===== src/rtl/matmul_seq.sv =====
// rtl/matmul_seq.sv - run sequencer for matmul_n and its result RAM
//
// Ports:
//   clk, rst       sole clock, synchronous active-high reset
//   start          begin a run (sampled only while idle)
//   busy           high whenever a run is in progress
//   done           one-cycle pulse at the end of a run (normal or timeout)
//   err            sticky timeout flag, cleared by an accepted start
//   mm_rst         reset to matmul_n
//   mm_valid       matmul_n result-ready indication
//   m3_rd_addr     result RAM read address
//   m3_rd_data     result RAM read data (one-cycle registered read)
//   out_data/out_valid/out_ready/out_last   result stream
module matmul_seq #(
    parameter int A          = 16,
    parameter int C          = 24,
    parameter int OUT_BITS   = 32,
    parameter int RST_CYCLES = 2,
    parameter int TIMEOUT    = 65535,
    localparam int M3_L      = A * C,
    localparam int AW        = $clog2(M3_L)
) (
    input  logic                clk,
    input  logic                rst,
    input  logic                start,
    output logic                busy,
    output logic                done,
    output logic                err,
    output logic                mm_rst,
    input  logic                mm_valid,
    output logic [AW-1:0]       m3_rd_addr,
    input  logic [OUT_BITS-1:0] m3_rd_data,
    output logic [OUT_BITS-1:0] out_data,
    output logic                out_valid,
    input  logic                out_ready,
    output logic                out_last
);

    localparam int RCW = $clog2(RST_CYCLES + 1);
    localparam int TCW = (TIMEOUT > 0) ? $clog2(TIMEOUT + 1) : 1;

    typedef enum logic [2:0] {
        S_IDLE    = 3'd0,
        S_RESET   = 3'd1,
        S_COMPUTE = 3'd2,
        S_DRAIN   = 3'd3,
        S_DONE    = 3'd4
    } state_t;

    state_t r_state;
    state_t w_next_state;

    logic [RCW-1:0]      r_rst_cnt;
    logic [TCW-1:0]      r_cyc_cnt;
    logic                r_err;
    logic [AW-1:0]       r_rd_addr;
    logic                r_issue_done;
    logic                r_inflight;
    logic                r_inflight_last;
    logic [OUT_BITS-1:0] r_fifo_data [2];
    logic                r_fifo_last [2];
    logic                r_wr_ptr;
    logic                r_rd_ptr;
    logic [1:0]          r_count;

    logic w_pop;
    logic w_issue;
    logic w_timeout;
    logic w_rst_last;
    logic w_last_pop;
    logic w_start_ok;

    assign w_pop      = (r_count != 2'd0) && out_ready;
    assign w_last_pop = w_pop && r_fifo_last[r_rd_ptr];
    assign w_timeout  = (TIMEOUT != 0) && (r_cyc_cnt == TCW'(TIMEOUT));
    assign w_rst_last = (r_rst_cnt == RCW'(RST_CYCLES - 1));
    assign w_start_ok = (r_state == S_IDLE) && start;

    // Issue only when the word cannot overflow the 2-entry FIFO, counting the
    // read already in flight and crediting a pop happening this cycle.
    assign w_issue = (r_state == S_DRAIN) && !r_issue_done &&
                     (({1'b0, r_count} + {2'b00, r_inflight}) < (3'd2 + {2'b00, w_pop}));

    // State register
    always_ff @(posedge clk) begin
        if (rst) begin
            r_state <= S_IDLE;
        end else begin
            r_state <= w_next_state;
        end
    end

    // Next-state logic
    always_comb begin
        w_next_state = r_state;
        case (r_state)
            S_IDLE:    if (start) w_next_state = S_RESET;
            S_RESET:   if (w_rst_last) w_next_state = S_COMPUTE;
            S_COMPUTE: begin
                // A valid arriving on the timeout cycle still wins.
                if (mm_valid)       w_next_state = S_DRAIN;
                else if (w_timeout) w_next_state = S_DONE;
            end
            S_DRAIN:   if (w_last_pop) w_next_state = S_DONE;
            S_DONE:    w_next_state = S_IDLE;
            default:   w_next_state = S_IDLE;
        endcase
    end

    // Outputs decoded from state
    always_comb begin
        busy   = (r_state != S_IDLE);
        done   = (r_state == S_DONE);
        mm_rst = (r_state == S_IDLE) || (r_state == S_RESET);
    end

    assign err        = r_err;
    assign m3_rd_addr = r_rd_addr;
    assign out_valid  = (r_count != 2'd0);
    assign out_data   = r_fifo_data[r_rd_ptr];
    assign out_last   = out_valid && r_fifo_last[r_rd_ptr];

    // Counters, read issue and result FIFO
    always_ff @(posedge clk) begin
        if (rst || w_start_ok) begin
            r_rst_cnt       <= '0;
            r_cyc_cnt       <= '0;
            r_err           <= 1'b0;
            r_rd_addr       <= '0;
            r_issue_done    <= 1'b0;
            r_inflight      <= 1'b0;
            r_inflight_last <= 1'b0;
            r_wr_ptr        <= 1'b0;
            r_rd_ptr        <= 1'b0;
            r_count         <= 2'd0;
        end else begin
            if (r_state == S_RESET) begin
                r_rst_cnt <= r_rst_cnt + RCW'(1);
            end
            if (r_state == S_COMPUTE) begin
                if (TIMEOUT != 0 && !w_timeout) begin
                    r_cyc_cnt <= r_cyc_cnt + TCW'(1);
                end
                if (!mm_valid && w_timeout) begin
                    r_err <= 1'b1;
                end
            end

            r_inflight      <= w_issue;
            r_inflight_last <= w_issue && (r_rd_addr == AW'(M3_L - 1));
            if (w_issue) begin
                // Address parks on the final word instead of wrapping.
                if (r_rd_addr == AW'(M3_L - 1)) begin
                    r_issue_done <= 1'b1;
                end else begin
                    r_rd_addr <= r_rd_addr + AW'(1);
                end
            end

            if (r_inflight) begin
                r_fifo_data[r_wr_ptr] <= m3_rd_data;
                r_fifo_last[r_wr_ptr] <= r_inflight_last;
                r_wr_ptr              <= ~r_wr_ptr;
            end
            if (w_pop) begin
                r_rd_ptr <= ~r_rd_ptr;
            end
            case ({r_inflight, w_pop})
                2'b10:   r_count <= r_count + 2'd1;
                2'b01:   r_count <= r_count - 2'd1;
                default: r_count <= r_count;
            endcase
        end
    end

endmodule

===== config.mk =====
export PLATFORM = sky130hd
export DESIGN_NAME = matmul_seq
export DESIGN_NICKNAME = d
export VERILOG_FILES = /design/src/rtl/matmul_seq.sv
export SDC_FILE = /design/constraint.sdc
export NUM_CORES = 1
export LEC_CHECK = 0
export ABC_AREA = 1
export CAP_MARGIN = 10
export CORE_MARGIN = 2
export CORE_UTILIZATION = 52
export DETAILED_ROUTE_END_ITERATION = 10
export PLACE_DENSITY = 0.87
export REMOVE_ABC_BUFFERS = 1
export SYNTH_ARGS = -nofsm -noshare
export SYNTH_HDL_FRONTEND = slang
export SYNTH_SLANG_ARGS = --single-unit

===== constraint.sdc =====
create_clock -name clk -period 4.06 [get_ports clk]
set_clock_uncertainty 0.1 [all_clocks]
set_input_delay 0.609 -clock clk [delete_from_list [all_inputs] [get_ports clk]]
set_output_delay 0.609 -clock clk [all_outputs]
set_load 0.02 [all_outputs]

==> results of run 1 <==
==> layout by cell type (no fill, tap or decap), types with 2 or more instances in the layout <==
| cell | instances |
|---|---|
| ha_1 | 6 |
| inv_1 | 37 |
| mux2_2 | 32 |
| buf_4 | 3 |
| nor2_4 | 5 |
| nand4_1 | 7 |
| nand2_1 | 96 |
| edfxtp_1 | 66 |
| nor3_1 | 3 |
| nor2_1 | 32 |
| or2_2 | 4 |
| inv_6 | 3 |
| xor2_1 | 7 |
| clkbuf_8 | 9 |
| clkdlybuf4s50_1 | 83 |
| inv_8 | 2 |
| dfxtp_1 | 39 |
| nand3_1 | 28 |
| nand3b_1 | 3 |
| o21ai_0 | 8 |
| a21oi_1 | 28 |
==> registers in the layout (all words and copies together) (netlist names), 2 cells and up, named ones only <==
signal       flops
m3_rd_addr       9
r_count          2
r_cyc_cnt       16
r_fifo_data     64
r_fifo_last      2
r_rst_cnt        2
r_state          3
==> metrics by stage <==
stage	hold WS, ns	instance area (µm²)	utilization (%)	std cells
final	0.342	5650	65.7	625
after global routing	0.360	5650	65.7	625
after CTS	0.340	5650	65.7	625
after detailed placement	0.316	5460	63.5	609
after global placement	0.317	5460	63.5	609
after floorplan	0.304	4460	-	415
==> worst reg2reg max path, stage by stage (launching register included) <==
cell and delay, ns:
dfxtp_1 0.36, nor2_1 0.25, nand2_1 0.19, o21ai_4 0.71, nor3_2 0.26, buf_4 0.32
==> final cells by class <==
type,count,share of cell area (%)
clock buffers,10,2.26
clock inverters,6,1.02
inverters,39,2.59
multi-input cells,271,27.7
flip-flops and latches,105,48.9
well taps,108,2.39
repair buffers,86,15.1
==> metal layers <==
| metal | routed length [µm] | share of wire (%) | track usage [%] |
|---|---|---|---|
| met1 | 4000 | 45 | 25.3 |
| met2 | 4280 | 48 | 30.3 |
| met3 | 491 | 5.5 | 4.03 |
| met4 | 85 | 0.96 | 6.09 |
| met5 | 0 | 0 | 0 |
==> worst paths after layout <==
check,startpoint,end,slack (ns),depth (start not counted)
max,flip-flop,out_data[13],0.98,3
min,r_inflight_last$_SDFF_PP0_,r_fifo_last[0]$_DFFE_PP_,0.34,0
max reg2reg,r_state[0]$_SDFFE_PP0P_,r_fifo_data[0][19]$_DFFE_PP_,1.58,5
min reg2reg,r_inflight_last$_SDFF_PP0_,r_fifo_last[0]$_DFFE_PP_,0.34,0
==> cell usage after synthesis, types with 2 or more instances <==
cell type,n
dfxtp_1,39
nor2_1,33
ha_1,6
a21oi_1,28
nand3_1,28
nor3_1,4
or2_2,4
o21ai_0,8
nand2_1,96
edfxtp_1,66
buf_6,2
mux2_2,32
inv_1,37
clkbuf_1,2
buf_2,6
xor2_1,7
nand4_1,7
nand3b_1,3
nor2_4,4
==> cells by family after synthesis <==
group           after synthesis  synth area share [%]
compound gates               41                  5.01
mux                          32                  7.97
buf+inv                      49                  4.57
flops                       105                  61.1
simple gates                184                  18.1
fa+ha+maj                     6                  1.66
xor+xnor                      8                  1.55
==> power by group through the flow <==
| stage | Combinational [mW] | Sequential [mW] | Clock [mW] |
|---|---|---|---|
| floorplan | 0.269 | 1.21 | 0 |
| global placement | 0.426 | 1.21 | 0 |
| detailed placement | 0.448 | 1.22 | 0 |
| CTS | 0.449 | 1.19 | 0.619 |
| global route | 0.491 | 1.20 | 0.666 |
| finish | 0.451 | 1.19 | 0.606 |
==> results.yml, run 1 <==
clock_tree:
  clkSinkCount: 105
  hold_buffers: 0
  post_cts_buffers: 0
  cts_root_buf: "clkbuf_8"
  cts.clk_slew.worst_paths_ns: 0.10
  insertion_delay_ns: 0.36
  tritoncts: "done"
  clk_path_buf_depth: 2
  htree_num_levels: 3
  numCtsBuffers: 9
  cts_resized: 0
sta:
  slew_viol_final: 0
  post-route-period-util_pct: 75.9
  slew_headroom_pct: 37.8
  finalCriticalPeriod_ns: 3.08
  tightest_slew_ns: 0.930
  rsz0062_at_grt: "no"
  hold_viol: 0
  fin_setup_tns_ns: 0
  setup_ws_ns: 0.980
  setup_viol: 0
  fmax_mhz: 325
yosys:
  ys_types: 32
  synth-seq-cells: 105
  yosysWarnings: 0
  syn_area_per_cell_um2: 10.6
  yosysTopAreaCell: "edfxtp_1"
  synth_ff_type: "edfxtp_1"
  synth_area_um2: 4520
  yosysTopAreaCellShare_pct: 43.9
  synth_area_leaders: "edfxtp_1, dfxtp_1, mux2_2, nand2_1, a21oi_1"
  ys_seq_area_share_pct: 61.1
  synth_edf_count: 66
  ys_async_sr_fraction_pct: 0
  syn_inst: 425
power_and_ir_drop:
  pwr-share-clk_pct: 26.9
  ir_worst_vdd_v: 0.000215
  combPwrFrac_pct: 20.0
  power.density_nw_per_um2: 399
  p_switching_uw: 681
  intPower_mw: 1.57
  seqPwrFrac_pct: 53.0
  power_mw: 2.25
  p_leak_nw: 1.99
  sw_frac_of_total_pct: 30.2
outcome:
  status: "finished, final reports clean"
worst_setup_path:
  worstPathArrival_ns: 2.37
  worstSetupPathType: "reg2out"
  cp.required_ns: 3.35
  worst_setup_path_end_kind: "output port"
  max_stage_delay_ns: 0.80
  crit_slowest_cell: "dfxtp_1"
  path_cells: "buf_4, mux2_2, clkdlybuf4s50_1"
  crit_family: "buffers and inverters"
  path_buf_inv: 2
  critPathMaxFanout: 17
  crit_path_start_kind: "flip-flop"
final_layout:
  drive_above_1_share_pct: 13.0
  multiInputGateArea_um2: 1560
  seq_area_um2: 2760
  antenna_cells: 0
  fill_cells: 642
  area_delta_synth_final_pct: 24.9
  layout.nets: 555
grt:
  grt_pass1_wl_um: 14200
  grt.total_usage_pct: 18.7
  grt_pass1_vias: 2990
  grt_overflow: 0
  grt_max_degree: 34
  antenna_found_initial: 0
hold_path:
  hp-class: "reg2reg"
route:
  postRouteAntennaNets: 0
  drcViolationCount: 0
  wl_um: 8850
  drt_iter0_markers: 176
  vias_per_cell: 5.18
  wl_per_cell_um: 14.2
  vias: 3239
  dr.pass1.iters: 5
floorplanning:
  fp.dieH_um: 97.2
  die_w_um: 97.2
  ios: 84
  dieArea_um2: 9450
  rows: 34
  core_um2: 8590
  initial_core_util_pct: 52.6
place:
  gp_congestion: 0.892
  io_buffers: 83
  post-dp-hpwl_um: 6260
  dp_worst_setup_slack_ns: 1.21
job:
  maxCapViolCount: 0
(Power assumes the default switching activity.)
==> inputs of run 2 (changes only) <==
Settings changed: CORE_UTILIZATION 52 to 47, PLACE_DENSITY 0.87 to 0.83.
Clock period 4.06 ns to 2.7 ns, I/O delays scaled along.
==> run 2 against run 1 <==
Against the previous run: critical path depth is 2 higher; power is 51% higher; sequential cell count stayed put; die area is 10% higher; register-to-register slack worse by 0.90 ns; count of clock-buffer cells in the layout stayed put; first-iteration DRC count is 3.4% higher; worst hold slack worse by 0.0029 ns; combinational power is 50% higher.
==> results.yml, run 2 (same netlist as run 1, synthesis figures left out) <==
grt:
  grt_pass1_wl_um: 14300
  antenna_found_initial: 0
  grt_overflow: 0
  grt.total_usage_pct: 17.7
  grt_max_degree: 35
  grt_pass1_vias: 3063
worst_setup_path:
  crit_slowest_cell: "clkdlybuf4s50_1"
  critPathMaxFanout: 34
  path_cells: "buf_12, nand2_1, o21ai_0, and2_1, clkdlybuf4s50_1"
  rr_startpoint: "r_state[0]$_SDFFE_PP0P_"
  worstSetupPathType: "reg2out"
  ff2ff_path_depth: 4
  path_depth: 5
  worst_setup_path_end_kind: "output port"
  path_buf_inv: 2
  max_stage_delay_ns: 0.62
  crit_family: "buffers and inverters"
  crit_path_start_kind: "flip-flop"
  worstPathArrival_ns: 1.92
  cp.required_ns: 2.19
final_layout:
  area_delta_synth_final_pct: 25.8
  final_cell_mix: "nand2_1, clkdlybuf4s50_1, edfxtp_1"
  regMostFlops: "r_fifo_data"
  antenna_cells: 0
  final_common_cell: "nand2_1"
  final_core_util_pct: 61.2
  drive_above_1_share_pct: 13.0
  layout.nets: 555
  largest_reg_flops: 64
sta:
  setup_viol: 0
  finalCriticalPeriod_ns: 2.42
  post-route-period-util_pct: 89.6
  rsz0062_at_grt: "no"
  fin_setup_tns_ns: 0
  slew_headroom_pct: 37.5
  tightest_slew_ns: 0.935
  fmax_mhz: 413
  slew_viol_final: 0
  hold_viol: 0
power_and_ir_drop:
  seqPwrFrac_pct: 52.9
  p_switching_mw: 1.02
  ir_worst_vdd_v: 0.000264
  pwr-share-clk_pct: 27.2
  intPower_mw: 2.36
  sw_frac_of_total_pct: 30.2
  power.density_nw_per_um2: 596
  power_mw: 3.39
  combPwrFrac_pct: 19.9
  p_leak_nw: 2.00
job:
  maxCapViolCount: 0
clock_tree:
  clk_path_buf_depth: 2
  cts_resized: 0
  post_cts_buffers: 0
  cts.clk_slew.worst_paths_ns: 0.09
  clkSinkCount: 105
  hold_buffers: 0
  numCtsBuffers: 9
  htree_num_levels: 3
  tritoncts: "done"
  insertion_delay_ns: 0.37
  cts_root_buf: "clkbuf_8"
floorplanning:
  die_w_um: 102
  rows: 35
  ios: 84
  fp.dieH_um: 102
  core_um2: 9280
  initial_core_util_pct: 48.7
  dieArea_um2: 10400
route:
  postRouteAntennaNets: 0
  wl_per_cell_um: 14.0
  vias: 3262
  wl_um: 9040
  drcViolationCount: 0
  drt_iter0_markers: 182
  dr.pass1.iters: 4
  vias_per_cell: 5.05
outcome:
  status: "finished, final reports clean"
place:
  post-dp-hpwl_um: 6330
  io_buffers: 83
  gp_congestion: 0.830
hold_path:
  hp-class: "reg2reg"
  worstHoldPathCells: 0
  min_from: "r_inflight_last$_SDFF_PP0_"
-- run 2: area by class of cell --
class                   instances  area (µm²)
clock buffers                  10         128
fillers                       746        3600
clock inverters                 6        57.6
flip-flops and latches        105        2760
well taps                     129         161
inverters                      39         146
multi-input cells             271        1560
repair buffers                 86         866
-- run 2: final timing paths --
| check | to | slack [ns] |
|---|---|---|
| max reg2reg | r_fifo_last[1]$_DFFE_PP_ | 0.68 |
| max | out_last | 0.28 |
| min | r_fifo_last[1]$_DFFE_PP_ | 0.34 |
| min reg2reg | r_fifo_last[1]$_DFFE_PP_ | 0.34 |
-- run 2: per-stage QoR --
step	hold WS [ns]	area [µm²]	setup WS, ns	std cells
detailed placement	0.321	5500	0.344	630
finish	0.339	5680	0.280	646
CTS	0.343	5680	0.235	646
global route	0.358	5680	0.168	646
global placement	0.316	5500	0.383	630
floorplan	0.304	4460	-1.06	415
-- run 2: metal layers --
| metal | wire length (µm) | global-route usage (%) | share of wire [%] |
|---|---|---|---|
| met1 | 4060 | 23.6 | 45 |
| met4 | 59 | 4.92 | 0.65 |
| met2 | 4380 | 29.0 | 48 |
| met3 | 550 | 4.10 | 6.1 |
| met5 | 0 | 0 | 0 |
-- run 2: power by group through the flow --
| stage | Combinational (mW) | Clock [mW] | Sequential (mW) |
|---|---|---|---|
| 2_1_floorplan | 0.405 | 0 | 1.82 |
| 3_3_place_gp | 0.646 | 0 | 1.82 |
| 3_5_place_dp | 0.671 | 0 | 1.83 |
| 4_1_cts | 0.673 | 0.949 | 1.79 |
| 5_1_grt | 0.748 | 1.00 | 1.80 |
| 6_report | 0.676 | 0.922 | 1.79 |
